<file path="src/rtl/rc4_key_dispatcher_pkg.sv">
// Shared types and helpers for the RC4 key dispatcher: state encoding and
// the lowest-set-bit arbiter used for both hit and service selection.
package rc4_key_dispatcher_pkg;

  localparam int unsigned KEY_W_DEFAULT = 22;
  localparam int unsigned MAX_CORES     = 32;
  localparam int unsigned MAX_IDX_W     = 5;

  typedef enum logic [2:0] {
    ST_IDLE,
    ST_LAUNCH,
    ST_RUN,
    ST_FOUND,
    ST_EXHAUSTED
  } disp_state_t;

  typedef struct packed {
    logic                 hit;
    logic [MAX_IDX_W-1:0] idx;
  } lowest_t;

  function automatic lowest_t lowest_set(input logic [MAX_CORES-1:0] vec);
    lowest_t res;
    res.hit = 1'b0;
    res.idx = '0;
    for (int unsigned i = 0; i < MAX_CORES; i++) begin
      if (vec[i] && !res.hit) begin
        res.hit = 1'b1;
        res.idx = MAX_IDX_W'(i);
      end
    end
    return res;
  endfunction

endpackage

</file>
<file path="src/rtl/rc4_key_dispatcher_if.sv">
// Per-core key/restart and finish/valid bundle between the dispatcher
// (master) and the decrypt cores (slave).
interface rc4_key_dispatcher_if #(
  parameter int unsigned NUM_CORES = 2,
  parameter int unsigned KEY_W     = 22
);
  logic [NUM_CORES-1:0]       core_finish;
  logic [NUM_CORES-1:0]       core_valid;
  logic [NUM_CORES*KEY_W-1:0] core_key;
  logic [NUM_CORES-1:0]       core_restart;

  modport master (
    input  core_finish,
    input  core_valid,
    output core_key,
    output core_restart
  );

  modport slave (
    output core_finish,
    output core_valid,
    input  core_key,
    input  core_restart
  );
endinterface

</file>
<file path="src/rtl/rc4_key_dispatcher.sv">
// Central key scheduler for the multi-core RC4 search: hands out unique keys,
// restarts finished cores and latches the first valid key.
module rc4_key_dispatcher
  import rc4_key_dispatcher_pkg::*;
#(
  parameter int unsigned     NUM_CORES     = 2,
  parameter int unsigned     KEY_W         = KEY_W_DEFAULT,
  parameter logic [KEY_W-1:0] KEY_MAX      = {KEY_W{1'b1}},
  parameter int unsigned     RESTART_BLANK = 2,
  localparam int unsigned    IDX_W         = (NUM_CORES > 1) ? $clog2(NUM_CORES) : 1
) (
  input  logic                    clk,
  input  logic                    rst,
  input  logic                    start,
  rc4_key_dispatcher_if.master    core_bus,
  output logic                    busy,
  output logic                    found,
  output logic                    exhausted,
  output logic [KEY_W-1:0]        found_key,
  output logic [IDX_W-1:0]        found_core,
  output logic [KEY_W:0]          keys_issued
);

  localparam int unsigned BLANK_W = (RESTART_BLANK > 0) ? $clog2(RESTART_BLANK + 1) : 1;
  localparam logic [KEY_W:0] KEY_MAX_X = {1'b0, KEY_MAX};
  localparam logic [KEY_W:0] N_LAUNCH =
    (KEY_MAX_X < (KEY_W+1)'(NUM_CORES - 1)) ? KEY_MAX_X + (KEY_W+1)'(1)
                                            : (KEY_W+1)'(NUM_CORES);

  disp_state_t r_state, w_state_next;

  logic [NUM_CORES-1:0] r_active, r_retired, r_restart;
  logic [KEY_W-1:0]     r_key   [NUM_CORES];
  logic [BLANK_W-1:0]   r_blank [NUM_CORES];
  logic [KEY_W:0]       r_next_key, r_keys_issued;
  logic                 r_found, r_exhausted;
  logic [KEY_W-1:0]     r_found_key;
  logic [IDX_W-1:0]     r_found_core;

  logic [NUM_CORES-1:0] w_elig, w_svc_onehot, w_retired_next;
  lowest_t              w_win, w_svc;
  logic [IDX_W-1:0]     w_win_idx, w_svc_idx;
  logic                 w_launch, w_in_run, w_can_issue;
  logic                 w_hit, w_issue, w_retire, w_exhaust;

  always_comb begin
    w_elig = '0;
    for (int unsigned i = 0; i < NUM_CORES; i++) begin
      w_elig[i] = r_active[i] && (r_blank[i] == '0) && core_bus.core_finish[i];
    end
    w_win     = lowest_set(MAX_CORES'(w_elig & core_bus.core_valid));
    w_svc     = lowest_set(MAX_CORES'(w_elig));
    w_win_idx = IDX_W'(w_win.idx);
    w_svc_idx = IDX_W'(w_svc.idx);

    w_launch    = start && (r_state inside {ST_IDLE, ST_FOUND, ST_EXHAUSTED});
    w_in_run    = (r_state == ST_RUN);
    w_can_issue = (r_next_key <= KEY_MAX_X);

    // A hit suppresses servicing in the same cycle, so no restart races the win.
    w_hit    = w_in_run && w_win.hit;
    w_issue  = w_in_run && !w_win.hit && w_svc.hit && w_can_issue;
    w_retire = w_in_run && !w_win.hit && w_svc.hit && !w_can_issue;

    w_svc_onehot   = NUM_CORES'(1) << w_svc_idx;
    w_retired_next = r_retired | (w_retire ? w_svc_onehot : '0);
    w_exhaust      = w_in_run && !w_win.hit && (&w_retired_next);
  end

  always_comb begin
    w_state_next = r_state;
    case (r_state)
      ST_IDLE, ST_FOUND, ST_EXHAUSTED: if (start) w_state_next = ST_LAUNCH;
      ST_LAUNCH:                       w_state_next = ST_RUN;
      ST_RUN: begin
        if (w_win.hit)      w_state_next = ST_FOUND;
        else if (w_exhaust) w_state_next = ST_EXHAUSTED;
      end
      default:                         w_state_next = ST_IDLE;
    endcase
  end

  always_ff @(posedge clk) begin
    if (rst) r_state <= ST_IDLE;
    else     r_state <= w_state_next;
  end

  // Launch work is registered on the accepting edge so pulses coincide with LAUNCH.
  always_ff @(posedge clk) begin
    if (rst) begin
      r_active      <= '0;
      r_retired     <= '0;
      r_restart     <= '0;
      r_next_key    <= '0;
      r_keys_issued <= '0;
      r_found       <= 1'b0;
      r_exhausted   <= 1'b0;
      r_found_key   <= '0;
      r_found_core  <= '0;
      for (int unsigned i = 0; i < NUM_CORES; i++) begin
        r_key[i]   <= '0;
        r_blank[i] <= '0;
      end
    end else begin
      r_restart <= '0;
      for (int unsigned i = 0; i < NUM_CORES; i++) begin
        if (r_blank[i] != '0) r_blank[i] <= r_blank[i] - BLANK_W'(1);
      end

      if (w_launch) begin
        r_found       <= 1'b0;
        r_exhausted   <= 1'b0;
        r_found_key   <= '0;
        r_found_core  <= '0;
        r_next_key    <= N_LAUNCH;
        r_keys_issued <= N_LAUNCH;
        for (int unsigned i = 0; i < NUM_CORES; i++) begin
          if ((KEY_W+1)'(i) <= KEY_MAX_X) begin
            r_key[i]     <= KEY_W'(i);
            r_restart[i] <= 1'b1;
            r_active[i]  <= 1'b1;
            r_retired[i] <= 1'b0;
            r_blank[i]   <= BLANK_W'(RESTART_BLANK);
          end else begin
            r_active[i]  <= 1'b0;
            r_retired[i] <= 1'b1;
            r_blank[i]   <= '0;
          end
        end
      end

      if (w_hit) begin
        r_found      <= 1'b1;
        r_found_key  <= r_key[w_win_idx];
        r_found_core <= w_win_idx;
      end

      if (w_issue) begin
        r_key[w_svc_idx]     <= r_next_key[KEY_W-1:0];
        r_restart[w_svc_idx] <= 1'b1;
        r_blank[w_svc_idx]   <= BLANK_W'(RESTART_BLANK);
        r_next_key           <= r_next_key + (KEY_W+1)'(1);
        r_keys_issued        <= r_keys_issued + (KEY_W+1)'(1);
      end

      if (w_retire) begin
        r_active[w_svc_idx]  <= 1'b0;
        r_retired[w_svc_idx] <= 1'b1;
      end

      if (w_exhaust) r_exhausted <= 1'b1;
    end
  end

  always_comb begin
    core_bus.core_key = '0;
    for (int unsigned i = 0; i < NUM_CORES; i++) begin
      core_bus.core_key[i*KEY_W +: KEY_W] = r_key[i];
    end
  end

  assign core_bus.core_restart = r_restart;
  assign busy        = (r_state == ST_LAUNCH) || (r_state == ST_RUN);
  assign found       = r_found;
  assign exhausted   = r_exhausted;
  assign found_key   = r_found_key;
  assign found_core  = r_found_core;
  assign keys_issued = r_keys_issued;

endmodule

</file>
<file path="src/flat_wrapper.sv">
// flat-port wrapper written by rule: the top's interface ports become plain ports
module rc4_key_dispatcher_flat import rc4_key_dispatcher_pkg::*;
#(
  parameter int unsigned     NUM_CORES     = 2,
  parameter int unsigned     KEY_W         = KEY_W_DEFAULT,
  parameter logic [KEY_W-1:0] KEY_MAX      = {KEY_W{1'b1}},
  parameter int unsigned     RESTART_BLANK = 2,
  localparam int unsigned    IDX_W         = (NUM_CORES > 1) ? $clog2(NUM_CORES) : 1
)
  (clk, rst, start, busy, found, exhausted, found_key, found_core, keys_issued, core_bus_core_finish, core_bus_core_valid, core_bus_core_key, core_bus_core_restart);
  rc4_key_dispatcher_if #(.NUM_CORES(NUM_CORES), .KEY_W(KEY_W)) core_bus_i ();
  input  logic clk;
  input  logic rst;
  input  logic start;
  output logic busy;
  output logic found;
  output logic exhausted;
  output logic [KEY_W-1:0] found_key;
  output logic [IDX_W-1:0] found_core;
  output logic [KEY_W:0] keys_issued;
  input wire logic [$bits(core_bus_i.core_finish)-1:0] core_bus_core_finish;
  input wire logic [$bits(core_bus_i.core_valid)-1:0] core_bus_core_valid;
  output wire logic [$bits(core_bus_i.core_key)-1:0] core_bus_core_key;
  output wire logic [$bits(core_bus_i.core_restart)-1:0] core_bus_core_restart;
  assign core_bus_i.core_finish = core_bus_core_finish;
  assign core_bus_i.core_valid = core_bus_core_valid;
  assign core_bus_core_key = core_bus_i.core_key;
  assign core_bus_core_restart = core_bus_i.core_restart;
  rc4_key_dispatcher #(.NUM_CORES(NUM_CORES), .KEY_W(KEY_W), .KEY_MAX(KEY_MAX), .RESTART_BLANK(RESTART_BLANK)) u_core (.clk(clk), .rst(rst), .start(start), .core_bus(core_bus_i), .busy(busy), .found(found), .exhausted(exhausted), .found_key(found_key), .found_core(found_core), .keys_issued(keys_issued));
endmodule
</file>
<file path="config.mk">
export PLATFORM = sky130hd
export DESIGN_NAME = rc4_key_dispatcher_flat
export DESIGN_NICKNAME = d
export VERILOG_FILES = /design/src/rtl/rc4_key_dispatcher_pkg.sv /design/src/rtl/rc4_key_dispatcher_if.sv /design/src/rtl/rc4_key_dispatcher.sv /design/src/flat_wrapper.sv
export SDC_FILE = /design/constraint.sdc
export NUM_CORES = 1
export LEC_CHECK = 0
export BUFFER_PORTS_ARGS = -buffer_cell sky130_fd_sc_hd__clkbuf_2
export CORE_MARGIN = 2
export CORE_UTILIZATION = 50
export DETAILED_ROUTE_END_ITERATION = 16
export HOLD_SLACK_MARGIN = 0.02
export PLACE_DENSITY = 0.79
export SYNTH_ARGS = -nofsm -noshare
export SYNTH_HDL_FRONTEND = slang
export SYNTH_SLANG_ARGS = --single-unit
</file>
<file path="constraint.sdc">
create_clock -name clk -period 3.5 [get_ports clk]
set_input_delay 0.35 -clock clk [delete_from_list [all_inputs] [get_ports clk]]
set_output_delay 0.35 -clock clk [all_outputs]
set_load 0.02 [all_outputs]
</file>
After elaboration in Yosys (flattened, before gate mapping)
Memories as Yosys holds them, arrays and structs flattened.
Cells that the tools add are included.
{ "word_totals": {"ff_bits": 80, "ramBits": 48, "input_bits": 7, "out_inout_bits": 95, "wordCells": 212, "n_memories": 2} }
{ "op_classes": {"add_sub_neg": 4, "n_lt_le_gt_ge": 3, "n_eq_ne": 6, "n_shift": 1, "muxes": 82, "bitwise": 12, "reduce_logical": 92} }
{ "mem_list": {"columns": ["name", "depth", "word_bits", "read_ports", "rd_clocked_by_memory_dff", "wr", "line_no", "rtl"], "rows": [
  ["u_core.r_key", 2, 22, 3, 0, 2, "rc4_key_dispatcher.sv:33", "logic [KEY_W-1:0] r_key [NUM_CORES];"],
  ["u_core.r_blank", 2, 2, 2, 0, 3, "rc4_key_dispatcher.sv:34", "logic [BLANK_W-1:0] r_blank [NUM_CORES];"]
]} }
{ "ops": {"columns": ["op", "n"], "rows": [
  ["6-bit 2-to-1 mux", 34],
  ["22-bit 2-to-1 mux", 5],
  ["23-bit 2-to-1 mux", 3],
  ["23-bit by 1-bit adder with 23-bit output, second input constant", 2],
  ["1-bit zero test", 34],
  ["1-bit logical AND, first input constant", 30],
  ["2-bit 2-to-1 mux", 14],
  ["23-bit by 22-bit less-or-equal comparator with 1-bit output, second input constant", 1],
  ["22-bit OR reduction", 1],
  ["1-bit 2-to-1 mux", 21],
  ["1-bit logical AND", 14],
  ["2-bit nonzero test", 5],
  ["3-bit 2-to-1 mux", 3],
  ["3-bit one-hot mux with 3 select lines", 1],
  ["3-bit by 2-bit equality test with 1-bit output, second input constant", 2],
  ["1-bit bitwise OR", 6],
  ["2-bit bitwise OR", 3],
  ["2-bit AND", 2],
  ["2-bit zero test", 2],
  ["2-bit AND reduction", 2],
  ["2-bit by 1-bit subtractor with 2-bit output, second input constant", 2],
  ["3-bit by 1-bit equality test with 1-bit output, second input constant", 1],
  ["3-bit equality test, second input constant", 1],
  ["3-bit zero test", 1],
  ["other kinds (10)", 10]
]} }

Longest topological paths before layout
Gate-level depths: netlist (run 1).
An unclocked memory read counts as a cell.
{ "logic_depth": {"ltp_word": 110, "mapped_depth": 10, "depth_no_buf": 7} }

Worst setup path before layout (run 1)
Ideal clock, no wire load.
{ "synth_path": {"path_type": "reg-to-reg", "startpoint": "reg u_core.r_next_key[0]", "endpoint": "mem u_core.r_key[1][0], enable pin", "setup_time_ns": 0.416, "arrival_ns": 2.184, "required_time_ns": 3.084, "setup_slack_ns": 0.900, "stages_incl_launch_ff": 8, "path_buffers": 1, "synth_period_minus_slack_ns": 2.600, "cell_sequence": "dfxtp_1 ha_1 and2_1 and4_4 a2111o_1 and3_1 buf_6 nand2b_1"} }
{ "synth_rtl": {"columns": ["element", "line_no", "rtl"], "rows": [
  ["start, declared", "rc4_key_dispatcher.sv:35", "logic [KEY_W:0] r_next_key, r_keys_issued;"],
  ["start signal, assigned", "rc4_key_dispatcher.sv:142", "r_next_key <= r_next_key + (KEY_W+1)'(1);"],
  ["end, declared", "rc4_key_dispatcher.sv:33", null]
]} }

==> results of run 1 <==
-- worst max path at each step --
| stage | startpoint | endpoint | cells past startpoint |
|---|---|---|---|
| detailed placement | u_core.r_blank[1][0]$_SDFFE_PP0P_ | u_core.r_next_key[3]$_SDFFE_PP0P_ | 8 |
| CTS | u_core.r_blank[0][0]$_SDFFE_PP0P_ | u_core.r_next_key[3]$_SDFFE_PP0P_ | 8 |
| floorplan | u_core.r_next_key[0]$_SDFFE_PP0P_ | u_core.r_key[1][0]$_DFFE_PP_ | 7 |
| global route | u_core.r_blank[0][1]$_SDFFE_PP1P_ | u_core.r_next_key[2]$_SDFFE_PP0P_ | 8 |
| global placement | u_core.r_blank[1][0]$_SDFFE_PP0P_ | u_core.r_next_key[3]$_SDFFE_PP0P_ | 8 |
| finish | u_core.r_blank[0][0]$_SDFFE_PP0P_ | u_core.r_next_key[3]$_SDFFE_PP0P_ | 8 |
-- power groups by stage --
stage                     clock, mW  sequential (mW)  combinational [mW]
after CTS                      1.67             1.83               0.999
after floorplan                   0             1.97               0.575
after detailed placement          0             1.86               0.993
after global placement            0             1.84               0.969
after global routing           1.73             1.85                1.09
final                          1.63             1.83                1.00
-- layout by cell type, fill, tap and decap left out, drive strengths merged, types with 12 or more instances in the layout --
cell type	netlist	final
dfxtp	84	84
inv	15	16
and2	45	45
and3	17	17
nand3	21	21
nor3	21	21
a21oi	22	22
clkbuf	23	119
nor4	12	12
a22oi	23	23
or3	12	12
edfxtp	44	44
mux2	38	38
nor2	50	50
nand2	33	33
buf	18	12
nand4	17	17
-- state kept, by name (all words and copies together), names as in the netlist --
register                      cells
u_core.r_retired                  2
u_core.exhausted                  1
u_core.keys_issued               23
u_core.found                      1
u_core.r_key                     44
u_core.found_core                 1
u_core.r_state                    3
u_core.core_bus.core_restart      2
u_core.r_next_key                23
u_core.found_key                 22
u_core.r_blank                    4
u_core.r_active                   2
-- critical path: stages (launching register included) --
cell	delay, ns
dfxtp_1	0.34
inv_1	0.05
ha_1	0.28
nand3_2	0.16
mux2i_1	0.26
nand3_1	0.41
buf_4	0.39
or4_1	0.52
a21oi_1	0.16
-- cell families after synthesis --
kind of cell             count (synthesis)  share of synthesized area, %
adder cells (fa/ha/maj)                  4                         0.802
AO/OA/AOI/OAI                          100                          11.6
AND/OR/NAND/NOR                        271                          25.9
multiplexers                            49                          8.86
flip-flops                             128                          48.1
buffers and inverters                   56                          4.43
XOR/XNOR                                 2                         0.281
-- cells in the mapped netlist (3+ instances only) --
cell      instances  area [µm²]
a211oi_1          3        22.5
a21o_1            5        37.5
a21oi_1          22         110
a22o_1            3        26.3
a22oi_1          23         173
and2_1           45         282
and3_1           17         106
and4_1            7        61.3
buf_2             8        40.0
buf_4             5        37.5
buf_6             5        56.3
clkbuf_1         23        86.3
dfxtp_1          84        1680
edfxtp_1         44        1320
ha_1              4        50.1
inv_1            15        56.3
mux2_2           33         372
mux2_4            4        60.1
mux2i_1          11         110
nand2_1          33         124
nand2b_1          5        31.3
nand3_1          20         100
nand4_1          15        93.8
nor2_1           49         184
nor3_1           15        75.1
nor3_2            4        40.0
nor4_1            7        43.8
nor4_2            5        62.6
o211ai_1          5        37.5
o21ai_0           7        35.0
o311ai_0          5        43.8
o31ai_1           9        67.6
o41ai_1           4        35.0
or2_2             9        56.3
or3_1            12        75.1
or4_1             8        60.1
-- final cells by class --
type | count | area (µm²)
clock buffer | 18 | 439
fill | 1029 | 4710
clock inverter | 14 | 118
tap | 168 | 210
timing repair buffer | 113 | 608
multi-input combinational | 426 | 2970
sequential | 128 | 3000
inverter | 15 | 56.3
-- stage by stage --
stage	setup slack [ns]	power, mW	utilization, %	cells	area (µm²)
final	0.849	4.46	61.1	882	7400
after global routing	0.640	4.68	61.1	882	7400
after CTS	0.881	4.49	61.1	882	7400
after detailed placement	0.907	2.85	56.5	850	6840
after global placement	0.973	2.81	56.5	850	6840
after floorplan	0.900	2.54	-	610	6240
-- routing by layer --
layer | up-vias | global-route usage [%] | wire length (µm)
met2 | 204 | 39.6 | 7260
met4 | 0 | 7.62 | 281
met1 | 2462 | 29.8 | 6490
li1 | 2454 | - | -
met3 | 25 | 6.17 | 946
met5 | - | 0 | 0
==> summary.txt, run 1 <==
Status
  • Status: complete, no violations

Finish
  • P&R area growth vs syn: 18.6%
  • Nets@finish: a little over 700
  • Share of cells above drive strength 1: between 20% and 30%
  • Antenna fix cells: 0

Worst setup path
  • RR Endpoint: u_core.r_next_key[3]$_SDFFE_PP0P_
  • Crit path kind: flop to flop
  • Req. time, crit path: ~3.8 ns
  • CP startpoint kind: flop
  • Arrival @ worst endpoint: 2.99 ns
  • R2R setup slack: ~0.85 ns
  • Reg2reg path depth: 8
  • Setup crit end kind: flop
  • FF-to-FF Start: u_core.r_blank[0][0]$_SDFFE_PP0P_
  • CP max FO: 26

Clocking
  • Cts hold-fix bufs: 0
  • Root Driver: clkbuf_16
  • TritonCTS clock tree: yes
  • CTS Buffer Depth: 2
  • PostCTS Resize Cnt: 0
  • Clk pin slew, worst setup/hold paths: roughly 0.06 ns
  • Clk Latency, worst-skew pair: around 0.42 ns
  • Post-CTS setup buffers: 0
  • # H-tree levels: 4
  • TritonCTS Buffers: 17
  • Clock sinks: about 130

Global route
  • Largest net degree at the start of global routing: 60
  • Vias in the first global route: 4864
  • Initial antenna violation count: 0
  • GRT Total Usage: between 20% and 30%
  • First-pass GRT wire length: roughly 24 mm
  • Total gr overflow: 0

Power and ir drop
  • Combinational power share: approximately 22%
  • P_sw: between 1 and 1.5 mW
  • Worst VDD drop: roughly 0.00029 V
  • Clk network pwr share: a little over a third
  • Power Density: roughly 600 nW/µm²
  • Static leakage: 2.97 nW
  • Sw Share: around 32%
  • Internal power: 3.03 mW
  • Sequential power share: approximately 41%

STA
  • Post-layout minimum cycle time: approximately 2.7 ns
  • Setup violators final: 0
  • Final TNS setup: 0 ns
  • Final Max Tran Viols: 0
  • WHS: approximately 0.32 ns
  • Worst Max-Slew Pin Slew: ~1 ns
  • Max_slew headroom: between 30% and 40%
  • Final period utilization: 75.7%
  • Max Clock Freq: 377 MHz
  • Final hold viol count: 0
  • RSZ-0062 raised after global routing: false
  • Clk_skew: approximately 0.0055 ns

Logic synthesis
  • Post-synth ARST share: 0%
  • Mapped Nets: between 600 and 700
  • Mapped Area: roughly 6200 µm²
  • Post-synth EDFFs: 44
  • Seq/Total Area, Yosys: between 40% and 50%
  • Yosys reg bits: approximately 130
  • Main flop type after synthesis: dfxtp_1
  • Netlist cell types: 66
  • Cell count after synthesis: between 600 and 700
  • Synthesized area per cell: between 10 and 15 µm²
  • YS warnings: 0

Routing
  • DR vias: a little over 5000
  • Post-DRT Antenna Nets: 0
  • Post-Route WL: between 10 and 15 mm
  • Vias/cell: a little under 6
  • DR pass1 iterations: 7
  • Drt wl/cell: between 15 and 20 µm
  • DRT iter0 DRCs: 346
  • DRC Markers: 0

Die
  • Die area: between 10000 and 15000 µm²
  • # rows: 40
  • I/O pin cnt: about 100
  • Die H: 116 µm
  • Core Area: approximately 12000 µm²
  • Starting density of the core: between 50% and 60%
  • Die X: 116 µm

Min path
  • Hold depth: 3
  • Hold crit path type: primary input to flop
  • Hold Crit Endpoint: u_core.r_state[2]$_SDFFE_PP0P_
  • Min-delay src: start

Run
  • Maxcap violations: 0

Placement
  • PortBufs: 101
  • Dpl hpwl: between 10 and 15 mm
  • Gpl congestion: about 0.90
(Power assumes the default switching activity.)
==> inputs of run 2 (changes only) <==
- ABC_AREA: unset -> 1
- clock period: 3.5 -> 2.8 ns (I/O delays scaled with it)
==> run 2 against run 1 <==
Compared with the run above: largest cell class unchanged; critical path type unchanged; sequential power up 14%; flip-flop and latch count unchanged; core utilization fell by 0.32 points; setup slack lost 0.43 ns; hold slack better by 0.0017 ns; global-route usage grew 0.49 points.
==> summary.txt, run 2 <==
Worst setup path
  • Setup crit end kind: flop
  • CP startpoint kind: flop
  • Req. time, crit path: 2.90 ns (-0.94 ns)
  • CP max FO: 22 (-15%)
  • Crit path kind: flop to flop
  • Arrival @ worst endpoint: 2.48 ns (-0.51 ns)

Die
  • # rows: 40 (unchanged)
  • I/O pin cnt: 102 (unchanged)
  • Die H: 115 µm (-0.83%)
  • Die X: 115 µm (-0.83%)
  • Starting density of the core: 51.1% (-0.46 points)
  • Core Area: 12000 µm² (-0.83%)
  • Die area: 13200 µm² (-1.6%)

Placement
  • Gpl congestion: 0.888 (-1.8%)
  • Post-DP Area: 6750 µm² (-1.4%)
  • Dpl hpwl: 10.2 mm (+0.48%)
  • PortBufs: 101 (unchanged)

Clocking
  • Clk pin slew, worst setup/hold paths: 0.06 ns (about the same)
  • Clock sinks: 128 (unchanged)
  • Clk Latency, worst-skew pair: 0.42 ns (about the same)
  • Cts hold-fix bufs: 0 (unchanged)
  • # H-tree levels: 4 (unchanged)
  • Post-CTS setup buffers: 0 (unchanged)
  • CTS Buffer Depth: 2 (unchanged)
  • TritonCTS Buffers: 17 (unchanged)
  • Root Driver: clkbuf_16
  • TritonCTS clock tree: yes
  • PostCTS Resize Cnt: 0 (unchanged)

Logic synthesis
  • Cell count after synthesis: 738 (+21%)
  • YS warnings: 0 (unchanged)
  • Yosys top cell area share: 27.4% (+0.47 points)
  • Mapped Area: 6130 µm² (-1.7%)
  • Top cells by area, synth: dfxtp_1 27%, edfxtp_1 22%, nand2_1 8.0%, a21oi_1 6.3%, inv_1 5.4%
  • Post-synth EDFFs: 44 (unchanged)
  • Seq/Total Area, Yosys: 48.9% (+0.83 points)
  • Area leader, netlist: dfxtp_1
  • Synth cell count leaders: 130 x nand2_1, 88 x inv_1, 84 x dfxtp_1
  • Mapped Nets: 749 (+21%)
  • Yosys reg bits: 128 (unchanged)
  • Count leader, synth: nand2_1
  • Main flop type after synthesis: dfxtp_1
  • Netlist cell types: 45 (-32%)
  • Synthesized area per cell: 8.31 µm² (-19%)
  • Post-synth ARST share: 0% (unchanged)

Routing
  • DR pass1 iterations: 5 (-2)
  • Post-Route WL: 14.9 mm (-0.46%)
  • DR vias: 5325 (+3.5%)
  • DRC Markers: 0 (unchanged)
  • DRT iter0 DRCs: 373 (+7.8%)
  • Drt wl/cell: 14.8 µm (-13%)
  • Post-DRT Antenna Nets: 0 (unchanged)
  • Vias/cell: 5.30 (-9.1%)

STA
  • Max_slew headroom: 58.8% (+26 points)
  • Final period utilization: 85.1% (+9.3 points)
  • Setup violators final: 0 (unchanged)
  • Final Max Tran Viols: 0 (unchanged)
  • Final TNS setup: 0 ns (unchanged)
  • Final hold viol count: 0 (unchanged)
  • RSZ-0062 raised after global routing: false
  • Worst Max-Slew Pin Slew: 0.618 ns (-0.382 ns)
  • Post-layout minimum cycle time: 2.38 ns (-0.269 ns)
  • Max Clock Freq: 420 MHz (+11%)
  • Clk_skew: 0.00734 ns (+0.00184 ns)

Finish
  • Most frequent cells in the layout: 130 x nand2_1, 101 x clkbuf_2, 88 x inv_1, 84 x dfxtp_1, 77 x a21oi_1
  • Nets@finish: 855 (+20%)
  • FILL cells: 1043 (+1.4%)
  • Post-route cell area: 7300 µm² (-1.4%)
  • Commonest non-fill, non-tap cell in the layout: nand2_1
  • Top reg by flops: u_core.r_key
  • Share of cells above drive strength 1: 25.4% (-4.4 points)
  • Antenna fix cells: 0 (unchanged)
  • Max reg flops: 44 (unchanged)
  • P&R area growth vs syn: 19.0%

Global route
  • Initial antenna violation count: 0 (unchanged)
  • Largest net degree at the start of global routing: 51 (-15%)
  • Vias in the first global route: 5029 (+3.4%)
  • GRT Total Usage: 24.1% (+0.49 points)
  • Total gr overflow: 0 (unchanged)
  • First-pass GRT wire length: 24.6 mm (+0.73%)

Min path
  • Hold crit path type: primary input to flop

Run
  • Maxcap violations: 0 (unchanged)

Power and ir drop
  • Worst VDD drop: 0.000329 V (+12%)
  • Power Density: 629 nW/µm² (+4.3%)
  • Static leakage: 2.78 nW (-6.4%)

Status
  • Status: complete, no violations
==> run 2: changes by cell type after synthesis, sizes merged, moves of 11 or more <==
cell   previous run  this run
or3              12         0
and2             45         0
inv              15        91
mux2i            11         0
and3             17         0
nand2            33       153
o21ai             7        46
a22oi            23         2
mux2             38         0
a21oi            22        85
nor2             50       108
==> run 2: layer usage <==
layer	part of all wire (%)	up-vias	global-route usage, %
met1	43	2478	29.8
met3	6.3	22	6.06
met4	2.0	0	10.8
li1	-	2639	-
met2	48	186	39.9
met5	0	-	0
==> run 2: power breakdown <==
group	leakage (nW)	internal [mW]	switching, mW
logic	1.37	0.135	0.325
clock network	0.257	1.22	0.834
registers	1.16	2.02	0.0561
==> run 2: layout make-up <==
type | instances | area [µm²] | area share, %
repair buffers | 113 | 608 | 8.33
multi-input cells | 491 | 2600 | 35.6
clock inverters | 12 | 114 | 1.56
clock buffers | 20 | 437 | 5.98
flip-flops and latches | 128 | 3000 | 41.1
inverters | 93 | 357 | 4.88
well taps | 147 | 184 | 2.52
==> run 2: through the flow <==
step,utilization [%],setup WS [ns],std cells,hold WS [ns],power [mW]
after floorplan,-,0.191,738,0.440,2.43
after global placement,56.2,0.530,972,0.444,2.56
after detailed placement,56.2,0.462,972,0.455,2.57
after CTS,60.8,0.428,1004,0.303,4.62
after global routing,60.8,0.200,1004,0.375,4.77
final,60.8,0.418,1004,0.325,4.59
==> run 2: path summary, 6_finish.rpt <==
check                                         start                               end  slack [ns]  depth (start not counted)
setup / recovery  u_core.r_next_key[0]$_SDFFE_PP0P_  u_core.r_key[0][6]$_SDFFCE_PN0P_        0.42                         12
hold / removal                                start    u_core.r_state[0]$_SDFFE_PP0P_        0.33                          6
setup reg to reg  u_core.r_next_key[0]$_SDFFE_PP0P_  u_core.r_key[0][6]$_SDFFCE_PN0P_        0.42                         12
hold reg to reg      u_core.r_state[2]$_SDFFE_PP0P_    u_core.r_state[2]$_SDFFE_PP0P_        0.46                          2
==> run 2: cell families (layout without fill, tap and decap cells) <==
kind of cell,Yosys count,in the layout,share of synthesized area [%]
DFF,128,128,48.9
buffers and inverters,119,238,8.69
and+or+nand+nor,336,336,27.7
adders and majority gates,4,4,0.816
xor gates and xnor gates,8,8,1.14
AOI/OAI and AO/OA,143,143,12.7
==> run 2: critical path: stages, from the launching register on <==
cell	delay, ns
dfxtp_1	0.41
ha_1	0.21
inv_1	0.06
nor2_2	0.15
nand2_1	0.12
nor2_4	0.14
nand2_2	0.08
nand2_2	0.10
nand2_4	0.15
nor3_4	0.20
inv_4	0.06
nand2_1	0.06
buf_4	0.30
==> inputs of run 3 (changes only) <==
- CORE_UTILIZATION: 50 -> 35
- PLACE_DENSITY: 0.79 -> 0.61
==> run 3 against run 2 <==
Compared with the run above: routed wire length rose by 0.46%; total power grew 5.8%; non-clock buffer count up 2; die area grew 41%; core utilization decreased by 17 points; hold slack got worse by 0.0093 ns; sequential power barely moved; clock skew is 0.0053 ns higher; sequential share of layout area down 1.0 points; global-route usage is 7.3 points lower; via count fell by 4.1%; flip-flop and latch count is the same; largest power group is now the clock network; highest routed layer unchanged.
==> summary.txt, run 3 (synthesis gave the netlist of run 2 again) <==
Status
  • Status: complete, no violations

Finish
  • Max reg flops: 44 (unchanged)
  • Share of cells above drive strength 1: 25.6% (+0.17 points)
  • Commonest non-fill, non-tap cell in the layout: nand2_1
  • FILL cells: 1706 (+64%)
  • Area of the multi-input gates: 2600 µm² (unchanged)
  • Nets@finish: 857 (+0.23%)
  • P&R area growth vs syn: 22.0%
  • Flip-flop and latch area: 3000 µm² (unchanged)
  • Top reg by flops: u_core.r_key
  • Post-route cell area: 7480 µm² (+2.5%)
  • Antenna fix cells: 0 (unchanged)
  • Most frequent cells in the layout: 130 x nand2_1, 101 x clkbuf_2, 88 x inv_1, 84 x dfxtp_1, 77 x a21oi_1

Worst setup path
  • Arrival @ worst endpoint: 2.44 ns (-0.04 ns)
  • CP startpoint kind: flop
  • Setup crit end kind: flop
  • Req. time, crit path: 2.89 ns (about the same)
  • Crit path kind: flop to flop
  • CP max FO: 22 (unchanged)

Clocking
  • CTS Buffer Depth: 2 (unchanged)
  • # H-tree levels: 4 (unchanged)
  • PostCTS Resize Cnt: 0 (unchanged)
  • TritonCTS clock tree: yes
  • Root Driver: clkbuf_16
  • Clk pin slew, worst setup/hold paths: 0.06 ns (about the same)
  • TritonCTS Buffers: 17 (unchanged)
  • Clock sinks: 128 (unchanged)
  • Cts hold-fix bufs: 0 (unchanged)
  • Clk Latency, worst-skew pair: 0.42 ns (about the same)
  • Post-CTS setup buffers: 0 (unchanged)

Routing
  • DRC Markers: 0 (unchanged)
  • Post-DRT Antenna Nets: 0 (unchanged)
  • Drt wl/cell: 13.8 µm (-7.0%)
  • DR pass1 iterations: 4 (-1)
  • Post-Route WL: 15.0 mm (+0.46%)
  • DRT iter0 DRCs: 216 (-42%)
  • Vias/cell: 4.71 (-11%)
  • DR vias: 5109 (-4.1%)

STA
  • Max Clock Freq: 425 MHz (+1.3%)
  • Final hold viol count: 0 (unchanged)
  • Final TNS setup: 0 ns (unchanged)
  • Setup violators final: 0 (unchanged)
  • Max_slew headroom: 68.6% (+9.8 points)
  • Final period utilization: 84.0% (-1.1 points)
  • Final Max Tran Viols: 0 (unchanged)
  • RSZ-0062 raised after global routing: false
  • Clk_skew: 0.0126 ns (+0.00531 ns)
  • Worst Max-Slew Pin Slew: 0.467 ns (-0.150 ns)
  • Post-layout minimum cycle time: 2.35 ns (-0.0311 ns)

Placement
  • Gpl congestion: 0.899 (+1.3%)
  • PortBufs: 101 (unchanged)
  • Post-DP Area: 6860 µm² (+1.7%)
  • Dpl hpwl: 10.7 mm (+4.8%)

Global route
  • Initial antenna violation count: 0 (unchanged)
  • Total gr overflow: 0 (unchanged)
  • GRT Total Usage: 16.8% (-7.3 points)
  • Vias in the first global route: 4711 (-6.3%)
  • First-pass GRT wire length: 24.1 mm (-1.9%)
  • Largest net degree at the start of global routing: 46 (-9.8%)

Power and ir drop
  • Static leakage: 2.82 nW (+1.4%)
  • Power Density: 649 nW/µm² (+3.2%)
  • Worst VDD drop: 0.000428 V (+30%)

Die
  • Die area: 18600 µm² (+41%)
  • Die X: 136 µm (+19%)
  • Starting density of the core: 35.6% (-15 points)
  • I/O pin cnt: 102 (unchanged)
  • # rows: 48 (+20%)
  • Core Area: 17200 µm² (+43%)
  • Die H: 136 µm (+19%)

Min path
  • Hold crit path type: primary input to flop

Run
  • Maxcap violations: 0 (unchanged)
-- run 3: path summary, 6_finish.rpt --
| check | from | end | slack [ns] | cells after the start |
|---|---|---|---|---|
| worst max register to register | u_core.r_next_key[0]$_SDFFE_PP0P_ | u_core.r_key[1][4]$_SDFFCE_PN0P_ | 0.45 | 12 |
| worst min register to register | u_core.exhausted$_SDFFE_PP0P_ | u_core.exhausted$_SDFFE_PP0P_ | 0.46 | 2 |
| worst min-delay path | start | u_core.r_state[0]$_SDFFE_PP0P_ | 0.32 | 6 |
| worst max-delay path | u_core.r_next_key[0]$_SDFFE_PP0P_ | u_core.r_key[1][4]$_SDFFCE_PN0P_ | 0.45 | 12 |
-- run 3: worst max-delay path: stages (launching register included) --
cell     delay (ns)
dfxtp_1        0.43
ha_1           0.20
inv_1          0.07
nor2_2         0.15
nand2_1        0.11
nor2_4         0.13
nand2_2        0.09
nand2_2        0.11
nand2_4        0.06
inv_2          0.14
nand3_1        0.15
nand2_1        0.10
buf_4          0.29
-- run 3: area by class of cell --
type	count	share of cell area, %
Clock buffer	20	5.83
Inverter	93	4.76
Timing Repair Buffer	115	8.32
Clock inverter	12	2.47
Sequential cell	128	40.1
Multi-Input combinational cell	491	34.7
Tap cell	225	3.76
-- run 3: stage by stage --
stage	utilization (%)	cells	total power [mW]	hold slack [ns]	setup slack (ns)
6_report	43.4	1084	4.86	0.316	0.449
5_1_grt	43.4	1084	5.06	0.364	0.259
4_1_cts	43.4	1084	4.92	0.295	0.442
3_5_place_dp	39.8	1052	2.58	0.456	0.452
3_3_place_gp	39.8	1052	2.57	0.450	0.531
2_1_floorplan	-	738	2.43	0.440	0.191
-- run 3: where the power goes --
part / internal [mW] / total, mW / switching [mW]
clock: 1.50 / 2.33 / 0.834
combinational: 0.136 / 0.457 / 0.321
sequential: 2.02 / 2.07 / 0.0547
-- run 3: per-layer routing --
layer	vias up	share of wire (%)	track usage, %
met2	154	45	26.3
met5	-	0	0
li1	2654	-	-
met3	15	6.0	4.29
met4	0	1.3	6.42
met1	2286	47	22.2
